### config.mk
export PLATFORM = sky130hd
export DESIGN_NAME = fetch_queue
export DESIGN_NICKNAME = d
export VERILOG_FILES = /design/src/rtl/fetch_queue.sv
export SDC_FILE = /design/constraint.sdc
export NUM_CORES = 1
export LEC_CHECK = 0
export CORE_ASPECT_RATIO = 0.7
export CORE_UTILIZATION = 57
export DETAILED_ROUTE_END_ITERATION = 8
export PLACE_DENSITY = 0.8
export SLEW_MARGIN = 20
export SYNTH_ARGS = -nofsm -noshare
export SYNTH_HDL_FRONTEND = slang
export SYNTH_SLANG_ARGS = --single-unit
export TNS_END_PERCENT = 5
### constraint.sdc
create_clock -name clk -period 12 [get_ports clk]
set_input_delay 2.4 -clock clk [delete_from_list [all_inputs] [get_ports clk]]
set_output_delay 2.4 -clock clk [all_outputs]
set_load 0.02 [all_outputs]
### src/rtl/fetch_queue.sv
`default_nettype none
// ============================================================================
// Module   : fetch_queue
// Purpose  : Instruction-fetch front end: PC generator, in-flight tag pipeline
//            for a fixed-latency instruction memory, and a DEPTH-entry queue.
//            Optional perf counters enabled by defining FETCH_QUEUE_PERF_EN.
// Revision : 1.0 - initial release
// ============================================================================
module fetch_queue #(
  parameter int          LATENCY      = 2,
  parameter int          DEPTH        = 4,
  parameter logic [31:0] RESET_PC     = 32'h0000_0400,
  parameter logic [7:0]  MISALIGN_EXC = 8'h84
) (
  input  logic        clk,
  input  logic        rst,
  input  logic        clk_en,
  input  logic        redirect_int,
  input  logic [31:0] int_vector,
  input  logic        redirect_br,
  input  logic [31:0] br_tgt,
  output logic        mem_req,
  output logic [31:0] mem_addr,
  input  logic [31:0] mem_rdata,
  input  logic [7:0]  mem_exc,
  output logic        out_valid,
  input  logic        out_ready,
  output logic [31:0] out_instr,
  output logic [31:0] out_pc,
  output logic [7:0]  out_exc
`ifdef FETCH_QUEUE_PERF_EN
  ,
  output logic [31:0] perf_fetched,
  output logic [31:0] perf_dropped,
  output logic [31:0] perf_redirects
`endif
);

  localparam int AW = $clog2(DEPTH);
  localparam int CW = AW + 1;
  localparam int SW = CW + 1;

  typedef struct packed {
    logic        vld;
    logic        ep;
    logic [31:0] pc;
    logic        mis;
  } tag_t;

  logic [31:0]   r_pc;
  logic          r_epoch;
  logic [CW-1:0] r_inflight;
  logic [CW-1:0] r_count;
  logic [AW-1:0] r_rptr;
  logic [AW-1:0] r_wptr;
  tag_t          r_pipe [LATENCY];
  logic [31:0]   r_q_instr [DEPTH];
  logic [31:0]   r_q_pc    [DEPTH];
  logic [7:0]    r_q_exc   [DEPTH];

  logic          w_redirect;
  logic [31:0]   w_target;
  logic [SW-1:0] w_sum;
  logic          w_credit;
  tag_t          w_exit;
  tag_t          w_new_tag;
  logic          w_exit_cur;
  logic          w_push;
  logic          w_pop;
  logic [7:0]    w_push_exc;
  logic [CW-1:0] w_count_n;
  logic [CW-1:0] w_after_pop;
  logic [AW-1:0] w_rptr_n;
  logic [31:0]   w_head_instr;
  logic [31:0]   w_head_pc;
  logic [7:0]    w_head_exc;

  assign w_redirect = redirect_int | redirect_br;
  assign w_target   = redirect_int ? int_vector : br_tgt;
  assign mem_addr   = redirect_int ? int_vector : (redirect_br ? br_tgt : r_pc);

  // A redirect flushes queue and tracker this cycle, so it always has credit.
  assign w_sum    = SW'(r_count) + SW'(r_inflight);
  assign w_credit = w_redirect | (w_sum < SW'(DEPTH));
  assign mem_req  = ~rst & clk_en & w_credit;

  assign w_exit     = r_pipe[LATENCY-1];
  assign w_exit_cur = w_exit.vld & (w_exit.ep == r_epoch);
  assign w_push     = w_exit_cur & ~w_redirect;
  assign w_pop      = out_valid & out_ready & ~w_redirect;
  assign w_push_exc = w_exit.mis ? MISALIGN_EXC : mem_exc;

  assign w_new_tag.vld = mem_req;
  assign w_new_tag.ep  = w_redirect ? ~r_epoch : r_epoch;
  assign w_new_tag.pc  = mem_addr;
  assign w_new_tag.mis = |mem_addr[1:0];

  assign w_count_n   = r_count + CW'(w_push) - CW'(w_pop);
  assign w_after_pop = r_count - CW'(w_pop);
  assign w_rptr_n    = r_rptr + AW'(w_pop);

  // Next head comes from the incoming response when nothing else remains.
  always_comb begin
    w_head_instr = r_q_instr[w_rptr_n];
    w_head_pc    = r_q_pc[w_rptr_n];
    w_head_exc   = r_q_exc[w_rptr_n];
    if (w_after_pop == '0) begin
      w_head_instr = mem_rdata;
      w_head_pc    = w_exit.pc;
      w_head_exc   = w_push_exc;
    end
  end

  always_ff @(posedge clk or posedge rst) begin
    if (rst) begin
      r_pc       <= RESET_PC;
      r_epoch    <= 1'b0;
      r_inflight <= '0;
      for (int i = 0; i < LATENCY; i++) r_pipe[i] <= '0;
    end else if (clk_en) begin
      if (mem_req)         r_pc <= mem_addr + 32'd4;
      else if (w_redirect) r_pc <= w_target;

      if (w_redirect) begin
        r_epoch    <= ~r_epoch;
        r_inflight <= CW'(mem_req);
      end else begin
        r_inflight <= r_inflight + CW'(mem_req) - CW'(w_exit_cur);
      end

      r_pipe[0] <= w_new_tag;
      for (int i = 1; i < LATENCY; i++) r_pipe[i] <= r_pipe[i-1];
    end
  end

  always_ff @(posedge clk) begin
    if (clk_en && w_push) begin
      r_q_instr[r_wptr] <= mem_rdata;
      r_q_pc[r_wptr]    <= w_exit.pc;
      r_q_exc[r_wptr]   <= w_push_exc;
    end
  end

  always_ff @(posedge clk or posedge rst) begin
    if (rst) begin
      r_count   <= '0;
      r_rptr    <= '0;
      r_wptr    <= '0;
      out_valid <= 1'b0;
      out_instr <= '0;
      out_pc    <= '0;
      out_exc   <= '0;
    end else if (clk_en) begin
      if (w_redirect) begin
        r_count   <= '0;
        r_rptr    <= '0;
        r_wptr    <= '0;
        out_valid <= 1'b0;
      end else begin
        r_count   <= w_count_n;
        r_rptr    <= w_rptr_n;
        r_wptr    <= r_wptr + AW'(w_push);
        out_valid <= (w_count_n != '0);
        if (w_count_n != '0) begin
          out_instr <= w_head_instr;
          out_pc    <= w_head_pc;
          out_exc   <= w_head_exc;
        end
      end
    end
  end

`ifdef FETCH_QUEUE_PERF_EN
  always_ff @(posedge clk or posedge rst) begin
    if (rst) begin
      perf_fetched   <= '0;
      perf_dropped   <= '0;
      perf_redirects <= '0;
    end else if (clk_en) begin
      perf_fetched   <= perf_fetched + 32'(w_push);
      perf_dropped   <= perf_dropped + 32'(w_exit.vld & ~w_push)
                        + (w_redirect ? 32'(r_count) : 32'd0);
      perf_redirects <= perf_redirects + 32'(w_redirect);
    end
  end
`endif

`ifndef SYNTHESIS
  a_no_overflow: assert property (@(posedge clk) disable iff (rst)
    !(clk_en && w_push && !w_pop && r_count == CW'(DEPTH)));
`endif

endmodule
`default_nettype wire

; ---- Word-level counts from Yosys, hierarchy flattened
; Memory sizes are Yosys's and may differ from the RTL's.
; Cells that the tools add are included.
[word_totals]
regBits = 185
mem_bits_rw = 288
inputBits = 110
output_inout_bits = 106
wordCells = 67
mem_count = 3
[mem_list]
columns = memory, words, word_bits, read_ports, rd_clocked_by_memory_dff, wr, line
row1 = r_q_instr, 4, 32, 1, 0, 1, 57  ; logic [31:0] r_q_instr [DEPTH];
row2 = r_q_pc, 4, 32, 1, 0, 1, 58  ; logic [31:0] r_q_pc [DEPTH];
row3 = r_q_exc, 4, 8, 1, 0, 1, 59  ; logic [7:0] r_q_exc [DEPTH];
[op_classes]
add_sub_neg = 9
order_cmp = 1
n_eq_ne = 1
muxes = 17
bitwise_logic = 11
n_reduce_logical = 8
[ops]
columns = operator, count
row1 = $mux 32, 7
row2 = $add 32x3->32 const B, 1
row3 = $mux 8, 2
row4 = $sub 3x1->3, 3
row5 = $add 3x1->3, 2
row6 = $and 1x1->1, 6
row7 = $mux 3, 2
row8 = $add 2x1->2, 2
row9 = $add 3x3->4, 1
row10 = $lt 4x3->1 const B, 1
row11 = $mux 1, 4
row12 = $mux 2, 2
row13 = $reduce_and 2->1, 2
row14 = $logic_not 3->1, 1
row15 = $not 1->1, 3
row16 = $reduce_and 3->1, 1
row17 = $reduce_bool 3->1, 1
row18 = $or 1x1->1, 2
row19 = $reduce_bool 2->1, 1
row20 = $reduce_or 2->1, 1
row21 = $eq 1x1->1, 1
row22 = $logic_and 1x1->1, 1

; ---- Depth between registers and ports, before layout
[depth]
word_depth = 7
depth_mapped = 19
mapped_depth_nobuf = 13

; ---- Least setup slack after synthesis
; No wires, ideal clock.
[synth_timing]
kind = in2out
start = input rst
end = output mem_req
arrival_time_ns = 7.668
slack_ns = 1.932
cell_stages = 4
path_buffers = 1
path_cell_list = inv_1 > nand3_1 > inv_1 > clkbuf_1
[synth_via]
elab_chain_cells = 3
[synth_lines]
columns = item, line
row1 = start: declaration, 16  ; input logic rst,
row2 = $not 1->1, 85  ; assign mem_req = ~rst & clk_en & w_credit;
row3 = $and 1x1->1 (2 in a row), 85
row4 = end: declaration, 22  ; output logic mem_req,
; Every way passes these cells.

; ---- Worst setup path in the final report
[layout_timing]
start = input redirect_br
end = output mem_addr[24]
[layout_via]
elab_chain_cells = 2
[layout_lines]
columns = item, line
row1 = start: declaration, 20  ; input logic redirect_br,
row2 = $mux 32 (2 in a row), 80  ; assign mem_addr = redirect_int ? int_vector : (redirect_br ? br_tgt : r_pc);
row3 = end: declaration, 23  ; output logic [31:0] mem_addr,
; Every way passes these cells.

==> flow_metrics.tcl <==
set metrics [dict create \
    outcome "complete, no violations" \
    start_util_pct 58.1 \
    fillCellCount 2351 \
    cp_max_fo 34 \
    drt_iter0_drc 888 \
    finalCriticalPeriod_ns 7.27 \
    totalWireLength_um 44800 \
    synthToLayoutAreaGrowth_pct 18.8 \
    port_buffers 215 \
    drv_slew 0 \
    hp-class "reg2reg" \
    grt_max_degree 99 \
    htreeDepth 2 \
    p_per_area_mw_per_mm2 182 \
    rsz0062_at_grt "no" \
    io_pins 216 \
    crit_path_end_kind "output pin" \
    critPathRequiredTime_ns 9.60 \
    power_leakage_nw 8.58 \
    numClockSinks 473 \
    yosysTopAreaCell "edfxtp_1" \
    synth_seq_cells 473 \
    die_h_um 160 \
    final-hold-violation-count 0 \
    skew_ns 0.0167 \
    vias 11900 \
    cp_data_arrival_time_ns 4.87 \
    clockBufferDepth 3 \
    async_flop_share_pct 39.1 \
    fin_area_mm2 0.0241 \
    cts_tree "built" \
    critPathBufInv 3 \
    dr.pass1.iters 5 \
    wire_per_inst_um 22.1 \
    syn-instance-count 1345 \
    crit_path_top_delay_cell "buf_2" \
    start_kind "primary input" \
    setup_viol 0 \
    syn-num-nets 1467 \
    clock_latency_ns 0.55 \
    cts_hold_buf 0 \
    finalNonFillerCells 2028 \
    avgViaCountPerCell 5.88 \
    synth_edf_count 288 \
    cp_top_family "buffers and inverters" \
    grt_usage_pct 25.5 \
    cts_buffers 43 \
    max-slew-margin-rel_pct 26.5 \
    power_mw 4.39 \
    synth_seq_area_share_pct 65.5 \
    dp.cells 1949 \
    fin_crit_sh_pct 60.6 \
    gp_congestion 0.891 \
    layout.nets 1644 \
    path_cells "buf_2 > mux2_2 > o21bai_1 > inv_1 > clkdlybuf4s50_1" \
    yosysTopAreaCellShare_pct 42.7 \
    reg2reg_slack_ns 7.63 \
    synth_area_mm2 0.0203 \
    drive_gt1_share_pct 17.0 \
    ys_warn_count 0 \
    grt_pass1_vias 12400 \
    final_common_cell "edfxtp_1" \
    drtAntennaViolNets 0 \
    placed_area_mm2 0.0226 \
    timing.setup.tns_ns 0 \
    post-route-drc-count 0 \
    core_area_mm2 0.0349 \
    avgSynthCellArea_um2 15.1 \
    ys.flop_type "edfxtp_1" \
    synth_area_leaders "edfxtp_1 43%, dfrtp_1 23%, mux4_2 8.0%" \
    mostFrequentLayoutCells "288 x edfxtp_1, 212 x clkdlybuf4s50_1, 184 x dfrtp_1" \
    grt_pass1_wl_um 70800 \
    hpwl_um 27700 \
    die_w_um 227 \
    rows 57 \
    overflow 0 \
    max-cap-violations 0 \
    antenna_found_initial 2 \
    yosysUniqueCellTypes 55 \
    cts-root-buf "clkbuf_16" \
    peakVddDrop_mv 0.140 \
    clkTransAtPathRegs_ns 0.06 \
    crit_path_max_incr_delay_ns 0.80 \
    postCtsSetupRepairBufs 0 \
    worstMarginPinSlew_ns 1.10 \
    dieArea_mm2 0.0363 \
    whs_ns 0.496 \
    crit_type "in2out" \
    fmax_ghz 0.138 \
    cts_resized 0 \
]
[synth_stat cells (all sizes together), types with 32 or more instances]
cell and instances:
edfxtp 288, dfrtp 184, a21oi 112, mux2i 106, nor2 87, mux4 72
buf 70, mux2 68, o21ai 68, nand2 60, clkbuf 39, inv 32
[metal layers]
layer,global-route usage (%),up-vias,share of wire [%],routed length [µm]
li1,-,5357,-,-
met3,4.29,67,5.8,2620
met1,37.9,6130,45,20100
met4,6.80,0,2.0,877
met2,39.5,367,47,21200
met5,0,-,0,0
[worst reg2reg max path, delay by kind of cell, from the launching register on]
kind,cells,cell delay (ns)
and+or+nand+nor,3,0.52
xor gates and xnor gates,3,0.55
buffers and inverters,4,1.57
DFF,1,0.41
AOI/OAI and AO/OA,2,0.45
adders and majority gates,3,0.80
[sequential cells by signal, summed over array words and instances (netlist names)]
signal and flops:
r_q_pc 128, r_q_instr 128, out_valid 1, r_q_exc 32, r_pc 32, out_exc 8
r_rptr 2, r_pipe 70, out_instr 32, out_pc 32, r_count 3, r_wptr 2
r_inflight 3
[where the power goes]
| group | leakage (nW) | internal [mW] | switching, mW |
|---|---|---|---|
| clock network | 0.700 | 0.814 | 0.581 |
| registers | 4.82 | 1.95 | 0.146 |
| logic | 3.06 | 0.429 | 0.470 |
| total | 8.58 | 3.19 | 1.20 |
[path summary, 6_finish.rpt]
kind                                      end         from  cells past startpoint
min in group asynchronous       r_inflight[1]          rst                      2
worst min register to register     r_pipe[69]   r_pipe[69]                      1
worst min-delay path               r_pipe[69]   r_pipe[69]                      1
worst max-delay path             mem_addr[24]  redirect_br                      5
worst max register to register     out_pc[13]   r_pipe[68]                     15
max in group asynchronous       out_instr[23]          rst                      3
[layout make-up]
class / count / area (µm²) / area share (%)
Clock buffer: 69 / 1320 / 5.47
Multi-Input combinational cell: 731 / 6290 / 26.2
Sequential cell: 473 / 13300 / 55.2
Timing Repair Buffer: 241 / 2330 / 9.70
Antenna cell: 1 / 2.50 / 0.0104
Tap cell: 472 / 591 / 2.45
Clock inverter: 9 / 119 / 0.494
Inverter: 32 / 128 / 0.530
[logic make-up after synthesis]
logic type / count (synthesis) / share of synthesized area (%)
adder cells (fa/ha/maj): 12 / 0.815
multiplexers: 246 / 17.0
XOR/XNOR: 32 / 1.38
flip-flops: 473 / 65.5
AND/OR/NAND/NOR: 224 / 5.49
AO/OA/AOI/OAI: 217 / 6.02
buffers and inverters: 141 / 3.72
[through the flow]
step                      util (%)  worst slack (ns)
after floorplan                  -              1.93
after global placement        64.9              4.84
after detailed placement      64.9              4.78
after CTS                     69.0              4.78
after global routing          69.0              4.62
final                         69.0              4.73
Note: power is estimated with default switching activity, not from simulation.
==> variant, RTL diff (same flow settings) <==
`RESET_PC`: 32'h0000_0400 -> 32'h00000300.
--- a/src/rtl/fetch_queue.sv
+++ b/src/rtl/fetch_queue.sv
@@ -9,7 +9,7 @@
 module fetch_queue #(
   parameter int          LATENCY      = 2,
   parameter int          DEPTH        = 4,
-  parameter logic [31:0] RESET_PC     = 32'h0000_0400,
+  parameter logic [31:0] RESET_PC     = 32'h00000300,
   parameter logic [7:0]  MISALIGN_EXC = 8'h84
 ) (
   input  logic        clk,
Function: changed (Yosys sat finds a counterexample within 4 cycles, from zero or initial values and one cycle with rst high).
==> variant against the unedited design <==
  * Sequential cell count stayed put
  * Clock skew up 0.0010 ns
  * Critical endpoint is now mem_req
  * Design area shrank 0.32%
  * Largest cell class unchanged
  * Routed wire length decreased by 0.37%
  * Register-to-register slack lost 0.31 ns
  * Setup slack better by 0.19 ns
  * Total power decreased by 0.71%
  * Highest routed layer unchanged
  * Area after synthesis barely moved
==> variant: results (changes against the unedited design) <==
stage;metric;value;unit;change
final_layout;fraction of layout cells with a size suffix above 1;0.166;;was 0.170
pwr;VDD IR max;0.000142;V;was 0.000140 V
logic_synthesis;ranking of synthesized cells by area;edfxtp_1 43%, dfrtp_1 23%, mux4_2 8.0%;;unchanged
placed_design;detailed-placement wirelength estimate;28200;um;was 27,700 um
setup_path;setup slack on the worst flop-to-flop path;7.32;ns;was 7.63 ns
setup_path;delay of the slowest cell on the worst path;0.64;ns;was 0.80 ns
drt;Final Routed Wirelength;44600;um;was 44,800 um
logic_synthesis;adder-cell area share of the yosys netlist;0.00815;;about the same
global_route;antenna violations before repair;1;;was 2
drt;wire length per cell;22.1;um;about the same
placed_design;worst slack, placed;4.67;ns;was 4.78 ns
run_status;outcome;finished, final reports clean;;unchanged
global_route;global-route wire length before repair;70700;um;was 70,800 um
placed_design;GP Congestion;0.883;;was 0.891
logic_synthesis;portion of the post-synthesis area used by sequential elements;0.656;;was 0.655
logic_synthesis;Commonest cells post-synth;288 x edfxtp_1, 183 x dfrtp_1, 111 x a21oi_1;;was 288 x edfxtp_1, 184 x dfrtp_1, 111 x a21oi_1
timing;Slew HR;0.330;;was 0.265
worst_hold_path;Worst Hold Launch;r_pipe[60];;was r_pipe[69]
logic_synthesis;fraction of the mapped netlist area in compound gates;0.0602;;about the same
timing;Hold Worst Slack;0.494;ns;was 0.496 ns
clock_tree;number of clock buffers inserted by TritonCTS;44;;was 43
logic_synthesis;mux contribution to synthesized area;0.170;;about the same
worst_hold_path;instance count along the most critical hold path;2;;was 1
pwr;Static Leakage;8.53;nW;was 8.58 nW
worst_hold_path;endpoint of the worst hold-timing path;r_pipe[60];;was r_pipe[69]
placed_design;number of placed instances, taps included;1943;;was 1,949
final_layout;# nets final;1639;;was 1,644
drt;Iteration-0 DRC Markers;947;;was 888
setup_path;Crit path arrival time;4.68;ns;was 4.87 ns
placed_design;placed cell area;22600;um2;about the same
global_route;overall fraction of global-route tracks in use;0.255;;about the same
logic_synthesis;fraction of synthesized cell area in xor and xnor cells;0.0138;;about the same
global_route;largest net degree at the start of global routing;98;;was 99
timing;final setup skew;0.0177;ns;was 0.0167 ns
variant: cell count changes after synthesis:
| cell | before | now |
|---|---|---|
| dfrtp_1 | 184 | 183 |
| dfstp_2 | 1 | 2 |
variant: cell families after synthesis:
| logic type | Yosys count |
|---|---|
| flops | 473 |
| mux | 246 |
| simple gates | 224 |
| compound gates | 217 |
| buf+inv | 141 |
| xor+xnor | 32 |
| fa+ha+maj | 12 |
variant: worst register-to-register path, delay by kind of cell (launching register included):
kind                     cells  cell delay (ns)
XOR/XNOR                     3             0.55
flip-flops                   1             0.41
AO/OA/AOI/OAI                2             0.87
adder cells (fa/ha/maj)      3             0.81
buffers and inverters        4             1.49
AND/OR/NAND/NOR              3             0.47
variant: routing by layer:
layer  up-vias  GRT usage  routed length (um)
li1       5360          -                   -
met1      6178      0.375               19700
met2       370      0.394               20900
met3        81     0.0528                3100
met4         0     0.0619                 994
met5         -          0                   0
variant: final cells by class:
class | count | area, um2
diodes | 1 | 2.50
clock buffers | 61 | 1220
clock inverters | 18 | 186
fillers | 2378 | 10900
inverters | 32 | 128
multi-input cells | 731 | 6290
flip-flops and latches | 473 | 13300
well taps | 472 | 591
repair buffers | 235 | 2290
variant: how the worst max path moves through the flow:
stage	end	startpoint	depth (start not counted)	slack, ns
6_report	mem_req	rst	5	4.92
5_1_grt	mem_req	rst	5	4.77
4_1_cts	mem_req	rst	5	4.91
3_5_place_dp	out_pc[13]	redirect_br	16	4.67
3_3_place_gp	out_instr[26]	redirect_br	15	4.87
2_1_floorplan	mem_req	rst	4	1.93
variant: report_power, final:
part,internal [mW],switching [mW]
logic,0.426,0.469
registers,1.95,0.144
clock network,0.793,0.577
